<file path="src/rtl/onehot_dwell_decoder_pkg.sv">
// Shared types and helpers for the one-hot dwell decoder.
//   state_e   : FSM state encoding (StIdle, StDwell)
//   Def*W     : default code, one-hot and dwell-counter widths
//   max1()    : dwell value with zero promoted to one (minimum hold of one cycle)
package onehot_dwell_decoder_pkg;

  localparam int unsigned DefInW  = 3;
  localparam int unsigned DefOutW = 8;
  localparam int unsigned DefCntW = 8;

  typedef enum logic {
    StIdle  = 1'b0,
    StDwell = 1'b1
  } state_e;

  // Callers with dwell counters wider than 32 bits must not rely on this helper.
  function automatic int unsigned max1(input int unsigned dwell);
    return (dwell == 0) ? 32'd1 : dwell;
  endfunction

endpackage

</file>
<file path="src/rtl/onehot_decode.sv">
// Combinational binary-to-one-hot decoder with an in-range flag.
// Also used by the per-channel fan-out block.
// Ports:
//   code_i     : binary channel index
//   onehot_o   : one-hot line for code_i, all zero when code_i >= OUT_W
//   in_range_o : high when code_i < OUT_W
module onehot_decode #(
  parameter int unsigned IN_W  = 3,
  parameter int unsigned OUT_W = 8
) (
  input  logic [IN_W-1:0]  code_i,
  output logic [OUT_W-1:0] onehot_o,
  output logic             in_range_o
);

  always_comb begin
    onehot_o = '0;
    for (int unsigned i = 0; i < OUT_W; i++) begin
      if (32'(code_i) == i) begin
        onehot_o[i] = 1'b1;
      end
    end
    in_range_o = (32'(code_i) < OUT_W);
  end

endmodule

</file>
<file path="src/rtl/onehot_dwell_decoder.sv">
// One-hot dwell decoder: accepts binary channel codes over valid/ready and drives the
// matching one-hot enable line for max(dwell,1) cycles, then releases it. A code offered
// during the last dwell cycle is taken back-to-back with no gap on the enable lines.
// Optional feature: define DECODER_RANGE_ERR_EN to reject codes >= OUT_W (consumed, not
// dwelled, range_err_o pulses). Without it such codes dwell with all lines low.
// Ports:
//   clk_i        : clock, all state on rising edge
//   rst_i        : synchronous active-high reset
//   in_valid_i   : code/dwell valid
//   in_ready_o   : block can accept a code this cycle
//   code_i       : binary channel index
//   dwell_i      : hold time in cycles, sampled on accept (0 behaves as 1)
//   abort_i      : drop the current dwell, blocks acceptance this cycle
//   onehot_o     : registered one-hot enable lines
//   busy_o       : high while dwelling
//   done_o       : one-cycle pulse after a dwell completes normally
//   range_err_o  : one-cycle pulse on an accepted out-of-range code (feature builds only)
module onehot_dwell_decoder
  import onehot_dwell_decoder_pkg::*;
#(
  parameter int unsigned IN_W  = DefInW,
  parameter int unsigned OUT_W = DefOutW,
  parameter int unsigned CNT_W = DefCntW
) (
  input  logic             clk_i,
  input  logic             rst_i,
  input  logic             in_valid_i,
  output logic             in_ready_o,
  input  logic [IN_W-1:0]  code_i,
  input  logic [CNT_W-1:0] dwell_i,
  input  logic             abort_i,
  output logic [OUT_W-1:0] onehot_o,
  output logic             busy_o,
  output logic             done_o,
  output logic             range_err_o
);

  state_e           state_q, state_d;
  logic [CNT_W-1:0] cnt_q, cnt_d;
  logic [IN_W-1:0]  code_q, code_d;
  logic [OUT_W-1:0] onehot_q, onehot_d;
  logic             done_q, done_d;
  logic             range_err_q, range_err_d;

  logic [OUT_W-1:0] dec_onehot;
  logic             dec_in_range;
  logic             last_cycle;
  logic             accept;
  logic             code_ok;

  // cnt_q holds the remaining hold cycles including the current one.
  assign last_cycle = (state_q == StDwell) && (cnt_q == CNT_W'(1));
  assign in_ready_o = !abort_i && ((state_q == StIdle) || last_cycle);
  assign accept     = in_valid_i && in_ready_o;
  assign code_d     = accept ? code_i : code_q;

  // Decoding the next code lets the output register load the new line on the accept edge.
  onehot_decode #(
    .IN_W  (IN_W),
    .OUT_W (OUT_W)
  ) u_decode (
    .code_i     (code_d),
    .onehot_o   (dec_onehot),
    .in_range_o (dec_in_range)
  );

`ifdef DECODER_RANGE_ERR_EN
  assign code_ok = dec_in_range;
`else
  logic unused_in_range;
  assign unused_in_range = dec_in_range;
  assign code_ok         = 1'b1;
`endif

  always_comb begin
    state_d     = state_q;
    cnt_d       = cnt_q;
    done_d      = 1'b0;
    range_err_d = 1'b0;
    if (abort_i) begin
      state_d = StIdle;
      cnt_d   = '0;
    end else begin
      // A dwell finishing this cycle completes normally even if a new code is taken.
      done_d = last_cycle;
      if (accept) begin
        if (code_ok) begin
          state_d = StDwell;
          cnt_d   = CNT_W'(max1(32'(dwell_i)));
        end else begin
          state_d     = StIdle;
          cnt_d       = '0;
          range_err_d = 1'b1;
        end
      end else if (state_q == StDwell) begin
        if (last_cycle) begin
          state_d = StIdle;
          cnt_d   = '0;
        end else begin
          // Never reaches zero here, so the counter cannot wrap.
          cnt_d = cnt_q - CNT_W'(1);
        end
      end
    end
    onehot_d = (state_d == StDwell) ? dec_onehot : '0;
  end

  always_ff @(posedge clk_i) begin
    if (rst_i) begin
      state_q     <= StIdle;
      cnt_q       <= '0;
      code_q      <= '0;
      onehot_q    <= '0;
      done_q      <= 1'b0;
      range_err_q <= 1'b0;
    end else begin
      state_q     <= state_d;
      cnt_q       <= cnt_d;
      code_q      <= code_d;
      onehot_q    <= onehot_d;
      done_q      <= done_d;
      range_err_q <= range_err_d;
    end
  end

  assign onehot_o    = onehot_q;
  assign busy_o      = (state_q == StDwell);
  assign done_o      = done_q;
  assign range_err_o = range_err_q;

endmodule

</file>
<file path="config.mk">
export PLATFORM = sky130hd
export DESIGN_NAME = onehot_dwell_decoder
export DESIGN_NICKNAME = d
export VERILOG_FILES = /design/src/rtl/onehot_dwell_decoder_pkg.sv /design/src/rtl/onehot_decode.sv /design/src/rtl/onehot_dwell_decoder.sv
export SDC_FILE = /design/constraint.sdc
export NUM_CORES = 1
export LEC_CHECK = 0
export CORE_MARGIN = 5
export CORE_UTILIZATION = 40
export CTS_BUF_LIST = sky130_fd_sc_hd__clkbuf_8
export CTS_CLUSTER_SIZE = 16
export DETAILED_ROUTE_END_ITERATION = 7
export PLACE_DENSITY_LB_ADDON = 0.3
export SLEW_MARGIN = 30
export SYNTH_ARGS = -nofsm -noshare
export SYNTH_HDL_FRONTEND = slang
export SYNTH_SLANG_ARGS = --single-unit
</file>
<file path="constraint.sdc">
create_clock -name clk_i -period 1.6 [get_ports clk_i]
set_input_delay 0.24 -clock clk_i [delete_from_list [all_inputs] [get_ports clk_i]]
set_output_delay 0.24 -clock clk_i [all_outputs]
set_load 0.02 [all_outputs]
</file>
==> reports/qor.csv <==
stage,metric,value,unit
run_status,run status,"complete, but fails checks",
run_status,failing checks,setup timing,
placement,routability cong.,0.8919,
routing,routed vias,1224,
clocking,Clock Path Buffers,2,
setup_path,CP bufs+invs,0,
logic_synthesis,synth warn,0,
clocking,CTS tree,built,
finish,n_diodes,0,
setup_path,CP max-delay cell,or4_4,
grt,vias in the first global route,1212,
setup_path,WP data arrival,1.92,ns
setup_path,CP cell instances,or4_4 -> o21ai_4 -> mux2_4 -> a21oi_2,
timing,final period utilization,107.0,%
logic_synthesis,Mapped Area,1087,sq um
grt,largest net degree at the start of global routing,20,
placement,Post-DP Area,1623,sq um
routing,Detail Route Antenna Nets,0,
pwr,Pwr per Cell Area,695.6,nW/um^2
pwr,Peak VDD IR,0.0004471,V
routing,Post-route DRC,0,
run,Max-Cap Viols,0,
timing,fin. max-slew vios,0,
setup_path,Crit. End Element,register,
routing,Vias/cell,5.641,
logic_synthesis,Post-synth ARST share,0,%
grt,Tot GR Track Use,17.13,%
floorplan,Die Span Y,62.14,microns
setup_path,Critical R2R Launch,cnt_q[2],
finish,fin area,1735,sq um
clocking,root buffer cell,clkbuf_8,
logic_synthesis,ys flop type,dfxtp_1,
floorplan,Initial Utilization,40.48,%
setup_path,kind of cell adding the most delay to the critical path,simple AND/OR/NAND/NOR gates,
finish,FILL cells,235,
routing,final wirelength,3280,microns
floorplan,die area,3861,sq um
finish,Layout area overhead,59.61,%
setup_path,crit path from,cnt_q[2],
logic_synthesis,Syn Inst Count,133,
setup_path,Startpoint Class,register,
pwr,LEAKAGE,0.6340,nW
timing,minimum clock period,1.712,ns
timing,Max Fclk,584.0,MHz
logic_synthesis,Synth Register Bits,21,
clocking,H-tree lvl count,1,
finish,Final Net Count,204,
grt,initial antenna violation count,0,
routing,WL per Instance,15.12,microns
floorplan,FP Rows,19,
logic_synthesis,syn avg cell area,8.175,sq um
clocking,CTS Sinks,21,
clocking,setup bufs post-CTS,0,
grt,grt total ovfl,0,
placement,Port Buffers,25,
clocking,Post-CTS Hold Buffers,0,
timing,RSZ-0062 raised after global routing,yes,
grt,first-pass GRT wire length,5554,microns
placement,dpl hpwl,2462,microns
finish,layout cells sized above 1,37.10,%
routing,Iter 0 DRT Violations,40,
logic_synthesis,Post-synth EDFFs,0,
clocking,clock latency at the later pin of the worst-skew pair,0.26,ns
worst_hold_path,Worst Hold Class,reg -> reg,
setup_path,CP Data Required Time,1.81,ns
clocking,clk slew on worst S/H paths,0.09,ns
floorplan,Core Region,2686,sq um
timing,final setup TNS,-1.074,ns
setup_path,CP Max Fanout,5,
logic_synthesis,Mapped Nets,150,
floorplan,IO Pins,27,
floorplan,Chip Width,62.14,microns
clocking,CTS Buf Count,3,
timing,Final Hold Fails,0,
setup_path,crit-path max cell delay,0.57,ns
logic_synthesis,post-synthesis cell type count,35,
setup_path,critical path class,reg -> reg,
timing,final setup margin,-0.1123,ns
worst_hold_path,Worst Hold Launch,code_q[2],
timing,final setup skew,0.006540,ns
routing,Detailed Routing Iterations Pass 1,4,
logic_synthesis,sequential share of the synthesized area,38.67,%
timing,final setup violation count,17,
[cell families (layout without fill, tap and decap cells)]
group	after synthesis	count (layout)	synth area share, %
AO/OA/AOI/OAI	41	41	23.36
adder cells (fa/ha/maj)	2	2	2.301
buffers and inverters	11	64	4.834
flip-flops	21	21	38.66
multiplexers	3	3	2.877
other	1	1	0.3449
AND/OR/NAND/NOR	54	54	27.62
[cell type report]
class                      count  area (sq um)  area share (%)
inverter                       2         7.507          0.4326
timing repair buffer          58         499.2           28.77
multi-input combinational    101         715.7           41.24
clock inverter                 1         7.507          0.4326
tap                           31         38.79           2.235
clock buffer                   3         41.29           2.379
sequential                    21         425.4           24.51
[layout by cell type, fill, tap and decap left out, types with 3 or more instances in the layout]
cell type        synthesis  final
clkdlybuf4s50_1          0     23
dfxtp_2                  0      4
nand4_1                  3      3
buf_4                    1     31
clkbuf_8                 0      3
a31oi_1                  5      5
nand2_1                  7      7
nor2b_1                  3      3
nor2_1                   9      8
a21oi_2                  0     10
nand3_1                 13      9
nand3_2                  0      3
o211ai_1                 4      4
dfxtp_1                 21     17
a21oi_1                 19      9
nor3_1                   4      4
o21ai_0                  7      5
[synth_stat cells (2+ instances only)]
master	number	area, sq um
nand2b_1	2	12.51
nor2b_1	3	18.77
dfxtp_1	21	420.4
nor3_1	4	20.02
nor3b_1	2	15.01
o211ai_1	4	30.03
inv_1	2	7.510
mux2i_1	2	20.02
nor4_1	2	12.51
clkbuf_1	7	26.28
nand4_1	3	18.77
nand3_1	13	65.06
nor2_1	9	33.78
a21oi_1	19	95.09
ha_1	2	25.02
nand2_1	7	26.28
nand4b_1	2	17.52
or4_1	2	15.01
o21ai_0	7	35.03
a31oi_1	5	31.28
[worst paths after layout]
| check | end | slack [ns] | cells past startpoint |
|---|---|---|---|
| setup reg to reg | onehot_o[5] | -0.11 | 4 |
| hold / removal | code_q[2] | 0.51 | 2 |
| setup / recovery | onehot_o[5] | -0.11 | 4 |
| hold reg to reg | code_q[2] | 0.51 | 2 |
[per-layer routing]
layer	track usage [%]	vias to the layer above	wire (microns)
met2	30.57	29	1734
li1	-	597	-
met3	2.162	5	120
met5	0	-	0
met4	5.962	0	30
met1	20.75	593	1395
[power breakdown]
group	internal, mW	total, mW	switching (mW)
logic	0.145	0.284	0.139
registers	0.538	0.552	0.0136
clock network	0.176	0.371	0.195
total	0.860	1.21	0.348
[flip-flops by register name (all words and copies together) (netlist names)]
signal,count
busy_o,1
cnt_q,8
code_q,3
done_o,1
onehot_o,8
[through the flow]
| step | std cells | hold WS [ns] | util, % | power (mW) | worst slack (ns) |
|---|---|---|---|---|---|
| final | 217 | 0.5056 | 64.60 | 1.207 | -0.1123 |
| after global routing | 217 | 0.5262 | 64.60 | 1.251 | -0.2001 |
| after CTS | 217 | 0.5065 | 63.67 | 1.194 | -0.1097 |
| after detailed placement | 213 | 0.4933 | 60.41 | 0.8294 | -0.1943 |
| after global placement | 213 | 0.4814 | 60.41 | 0.8234 | -0.2095 |
| after floorplan | 133 | 0.3091 | - | 0.6894 | -0.02738 |
[tightest hold or removal path: cells and delay by family (launching register included)]
family         cells  cell delay (ns)
flip-flops         1             0.33
AO/OA/AOI/OAI      2             0.14
[what timing repair did]
item,4_1_cts,5_1_grt
gates resized for setup,19,5
pin swaps,14,2
endpoints found under the setup margin,18,19
No activity file was read; power rests on OpenSTA's default activity.
==> RTL change 1 (config.mk and constraints unchanged) <==
The package constant `DefCntW` goes from 8 to 4.
--- a/src/rtl/onehot_dwell_decoder_pkg.sv
+++ b/src/rtl/onehot_dwell_decoder_pkg.sv
@@ -7,5 +7,5 @@
   localparam int unsigned DefInW  = 3;
   localparam int unsigned DefOutW = 8;
-  localparam int unsigned DefCntW = 8;
+  localparam int unsigned DefCntW = 4;
 
   typedef enum logic {
Ports: changed (resized dwell_i); port bits go from 27 to 23. The function was not compared with the original's and may differ.
==> RTL change 1 against the unedited design <==
  * The run still ends with negative setup slack left
  * Design area shrank 16%
  * Combinational power fell by 24%
  * Synthesized area fell by 18%
  * Sequential cell count decreased by 4
  * Sequential share of layout area down 0.95 points
  * Critical endpoint is now onehot_o[2]
  * Hold slack gained 0.0045 ns
  * Wire length down 14%
  * Worst setup slack got worse by 0.038 ns
  * Power is 18% lower
==> RTL change 1: results (changes against the unedited design) <==
metric,value,unit,change
Layout Skew,0.001493,ns,was 0.006540 ns
sw power,0.0002625,W,was 0.0003477 W
maximum number of pins on one net before global-route repair,11,,was 20
Final Setup Violations,12,,was 17
vias in the first global route,1026,,was 1212
Port Buf Inserts,21,,was 25
Worst R2R Path Depth,6,,was 4
number of DRC markers in iteration 0,53,,was 40
DP Area,1318,um2,was 1623 um2
global-route wire length before repair,4340,um,was 5554 um
Tot Pwr,0.0009839,W,was 0.001207 W
"CP delay by family, top",compound AO/OA/AOI/OAI gates,,was simple AND/OR/NAND/NOR gates
comb pwr,0.000217,W,was 0.000284 W
Worst-path clk slew,0.07,ns,was 0.09 ns
multi-input gate count,71,,was 101
status,"finished, violations left",,unchanged
WL/cell,16.26,um,was 15.12 um
Setup WS pre-CTS,-0.3099,ns,was -0.1943 ns
CTS-repair resized insts,11,,was 19
HPWL after DPL,2074,um,was 2462 um
area of the multi-input gates,586.8,um2,was 715.7 um2
final worst setup slack,-0.1503,ns,was -0.1123 ns
number of non-clock buffers,49,,was 58
Non-CTS inverters,5,,was 2
top area cells in the synthesized netlist,"dfxtp_1, a22oi_1, o211ai_1",,"was dfxtp_1, a21oi_1, nand3_1"
worst r2r dst,onehot_o[2],,was onehot_o[5]
RePlAce Congestion,0.9340,,was 0.8919
vias per cell,5.856,,was 5.641
Critical-path top delay cell,a2111o_1,,was or4_4
number of post-CTS setup repair buffers,2,,was 0
static leakage,0.5330,nW,was 0.6340 nW
P_clk,0.000321,W,was 0.000371 W
filler cell count,180,,was 235
largest vdd supply drop,0.4631,mV,was 0.4471 mV
Antenna diodes,0,,unchanged
Synth top area share,38.04,%,was 38.67%
fin nets,160,,was 204
H-tree depth,1,,unchanged
max incr delay on CP,0.44,ns,was 0.57 ns
top post-synthesis cells by count,"dfxtp_1, a22oi_1, nand2b_1, o211ai_1",,"was dfxtp_1, a21oi_1, nand3_1, nor2_1"
Seq/total area,23.56,%,was 24.51%
clock tree sinks,17,,was 21
# clk buffers,3,,unchanged
Clock-cell share,3.171,%,was 2.812%
Tot GR Track Use,17.09,%,was 17.13%
sum of negative setup slack,-1.093,ns,was -1.074 ns
layout cells sized above 1,34.25,%,was 37.10%
Post-Layout Cell Count,174,,was 217
"Seq/Total Area, Yosys",38.04,%,was 38.67%
violated checks,negative setup slack,,unchanged
fraction of area in multi-input gates,40.19,%,was 41.24%
Synth Net Count,111,,was 150
Syn Inst Count,98,,was 133
r2r startpoint,cnt_q[1],,was cnt_q[2]
==> RTL change 1: metal layers <==
metal	global-route usage (%)	share of wire, %	vias to the layer above
met5	0	0	-
met4	12.58	3.4	0
met3	3.620	7.1	12
met2	31.16	55	60
met1	16.78	34	480
li1	-	-	467
==> RTL change 1: worst min-delay path by stage <==
stage | startpoint | end | slack, ns
6_report | code_q[2] | code_q[2] | 0.51
5_1_grt | code_q[2] | code_q[2] | 0.51
4_1_cts | code_q[1] | code_q[1] | 0.52
3_5_place_dp | code_q[2] | code_q[2] | 0.49
3_3_place_gp | code_q[2] | code_q[2] | 0.48
2_1_floorplan | dwell_i[1] | cnt_q[1] | 0.38
==> RTL change 1: cells by family after synthesis <==
family	Yosys count	synth area share (%)
flip-flops	17	38.04
adder cells (fa/ha/maj)	2	2.797
AO/OA/AOI/OAI	30	25.18
AND/OR/NAND/NOR	33	23.08
buffers and inverters	10	4.895
multiplexers	5	5.595
other	1	0.4192
==> RTL change 2 (same flow settings) <==
Made on the original files. Make the reset (`rst_i`) asynchronous in one clocked block. Comments in the files are not updated.
--- a/src/rtl/onehot_dwell_decoder.sv
+++ b/src/rtl/onehot_dwell_decoder.sv
@@ -106,5 +106,5 @@
   end
 
-  always_ff @(posedge clk_i) begin
+  always_ff @(posedge clk_i or posedge rst_i) begin
     if (rst_i) begin
       state_q     <= StIdle;
Formal check against the unedited RTL: differs if rst_i is asserted again (counterexample within 4 cycles, from zero or initial values and one cycle with rst_i high); with rst_i held inactive, the same outputs for 10 cycles.
==> RTL change 2 against the unedited design <==
  * The flow still finishes with violations (negative setup slack)
  * Design area rose by 7.3%
  * Worst setup slack got worse by 0.31 ns
  * Synthesized area rose by 10%
  * Global-route usage fell by 0.14 points
  * Wire length rose by 7.4%
  * Clock skew fell by 0.0029 ns
  * Synthesized cell count fell by 7.5%
  * Utilization rose by 1.8 points
  * Sequential cell count did not move
  * Power rose by 27%
  * Non-clock buffer count fell by 3
  * Via count fell by 2.3%
  * Clock power fell by 9.7%
==> RTL change 2: results (changes against the unedited design) <==
metric,value,unit,change
status,"finished, violations left",,unchanged
violated checks,negative setup slack,,unchanged
post-synthesis compound-gate area fraction,16.27,%,was 23.36%
sw power,0.0004985,W,was 0.0003477 W
Synth Area per Inst,9.755,um2,was 8.175 um2
top area cells in the synthesized netlist,"dfrtp_1, nand3_1, mux2_4",,"was dfxtp_1, a21oi_1, nand3_1"
static leakage,0.8609,nW,was 0.6340 nW
area of the multi-input gates,721.9,um2,was 715.7 um2
number of post-CTS setup repair buffers,1,,was 0
Antenna diodes,0,,unchanged
sum of negative setup slack,-4.928,ns,was -1.074 ns
HPWL after DPL,2548,um,was 2462 um
RePlAce Congestion,0.9270,,was 0.8919
largest vdd supply drop,0.3955,mV,was 0.4471 mV
"Async S/R FF share, synth",100.0,%,was 0%
max incr delay on CP,0.48,ns,was 0.57 ns
worst r2r dst,cnt_q[1],,was onehot_o[5]
arrival time at the worst endpoint,2.18,ns,was 1.92 ns
post-synthesis xor/xnor area fraction,0.7299,%,was 0%
Fin Hold WS,0.3126,ns,was 0.5056 ns
"CP delay by family, top",compound AO/OA/AOI/OAI gates,,was simple AND/OR/NAND/NOR gates
Hold Crit Class,in2async,,was reg2reg
mux cell area share after synthesis,4.588,%,was 2.877%
R2R setup slack,-0.42,ns,was -0.11 ns
Critical-path top delay cell,or4b_4,,was or4_4
Setup crit start,cnt_q[1],,was cnt_q[2]
clock network power share,21.9,%,was 30.7%
maximum number of pins on one net before global-route repair,22,,was 20
top post-synthesis cells by count,"dfrtp_1, nand3_1, inv_1, nor2_1, o21ai_0",,"was dfxtp_1, a21oi_1, nand3_1, nor2_1"
Port Buf Inserts,25,,unchanged
TritonRoute pass-1 iters,5,,was 4
worst skew pair latency,0.25,ns,
"Distinct cells, synth",40,,was 35
adder-cell share of the synthesized area,2.086,%,was 2.301%
vias,1196,,was 1224
"Seq/Total Area, Yosys",43.80,%,was 38.67%
fin nets,195,,was 204
CTS-repair resized insts,7,,was 19
global-route wire length before repair,5547,um,was 5554 um
number of DRC markers in iteration 0,52,,was 40
Ys Warns,0,,unchanged
Final Setup Violations,15,,was 17
vias per cell,5.750,,was 5.641
Synth Net Count,140,,was 150
Tot GR Track Use,16.99,%,was 17.13%
filler cell count,233,,was 235
Worst R2R Path Depth,8,,was 4
Layout Skew,0.003667,ns,was 0.006540 ns
layout cells sized above 1,35.03,%,was 37.10%
Post-Route WL,3524,um,was 3280 um
final worst setup slack,-0.4250,ns,was -0.1123 ns
-- RTL change 2: changes by cell type in the layout (fill, tap and decap cells not counted), moves of 4 or more --
cell,change
dfxtp_2,-4
inv_1,+7
nand3_2,+5
dfxtp_1,-17
dfrtp_1,+21
o211ai_1,-4
a21oi_1,-5
a21oi_2,-9
nand3_1,-4
-- RTL change 2: cell type report --
type                       count  area share [%]
timing repair buffer          55           26.88
clock inverter                 1          0.2016
clock buffer                   3           2.218
sequential                    21           28.23
tap                           31           2.083
multi-input combinational     89           38.78
inverter                       8           1.613
-- RTL change 2: metrics by stage --
step / setup WS [ns] / power [W]
finish: -0.4250 / 0.001529
global route: -0.4932 / 0.001610
CTS: -0.3553 / 0.001476
detailed placement: -0.4007 / 0.001133
global placement: -0.3223 / 0.001123
floorplan: -0.3151 / 0.0009045
-- RTL change 2: layer usage --
metal,vias to the layer above,part of all wire (%),global-route usage [%]
met5,-,0,0
met4,0,2.0,5.805
met3,12,5.8,3.109
met2,54,48,26.69
met1,567,44,23.54
li1,563,-,-
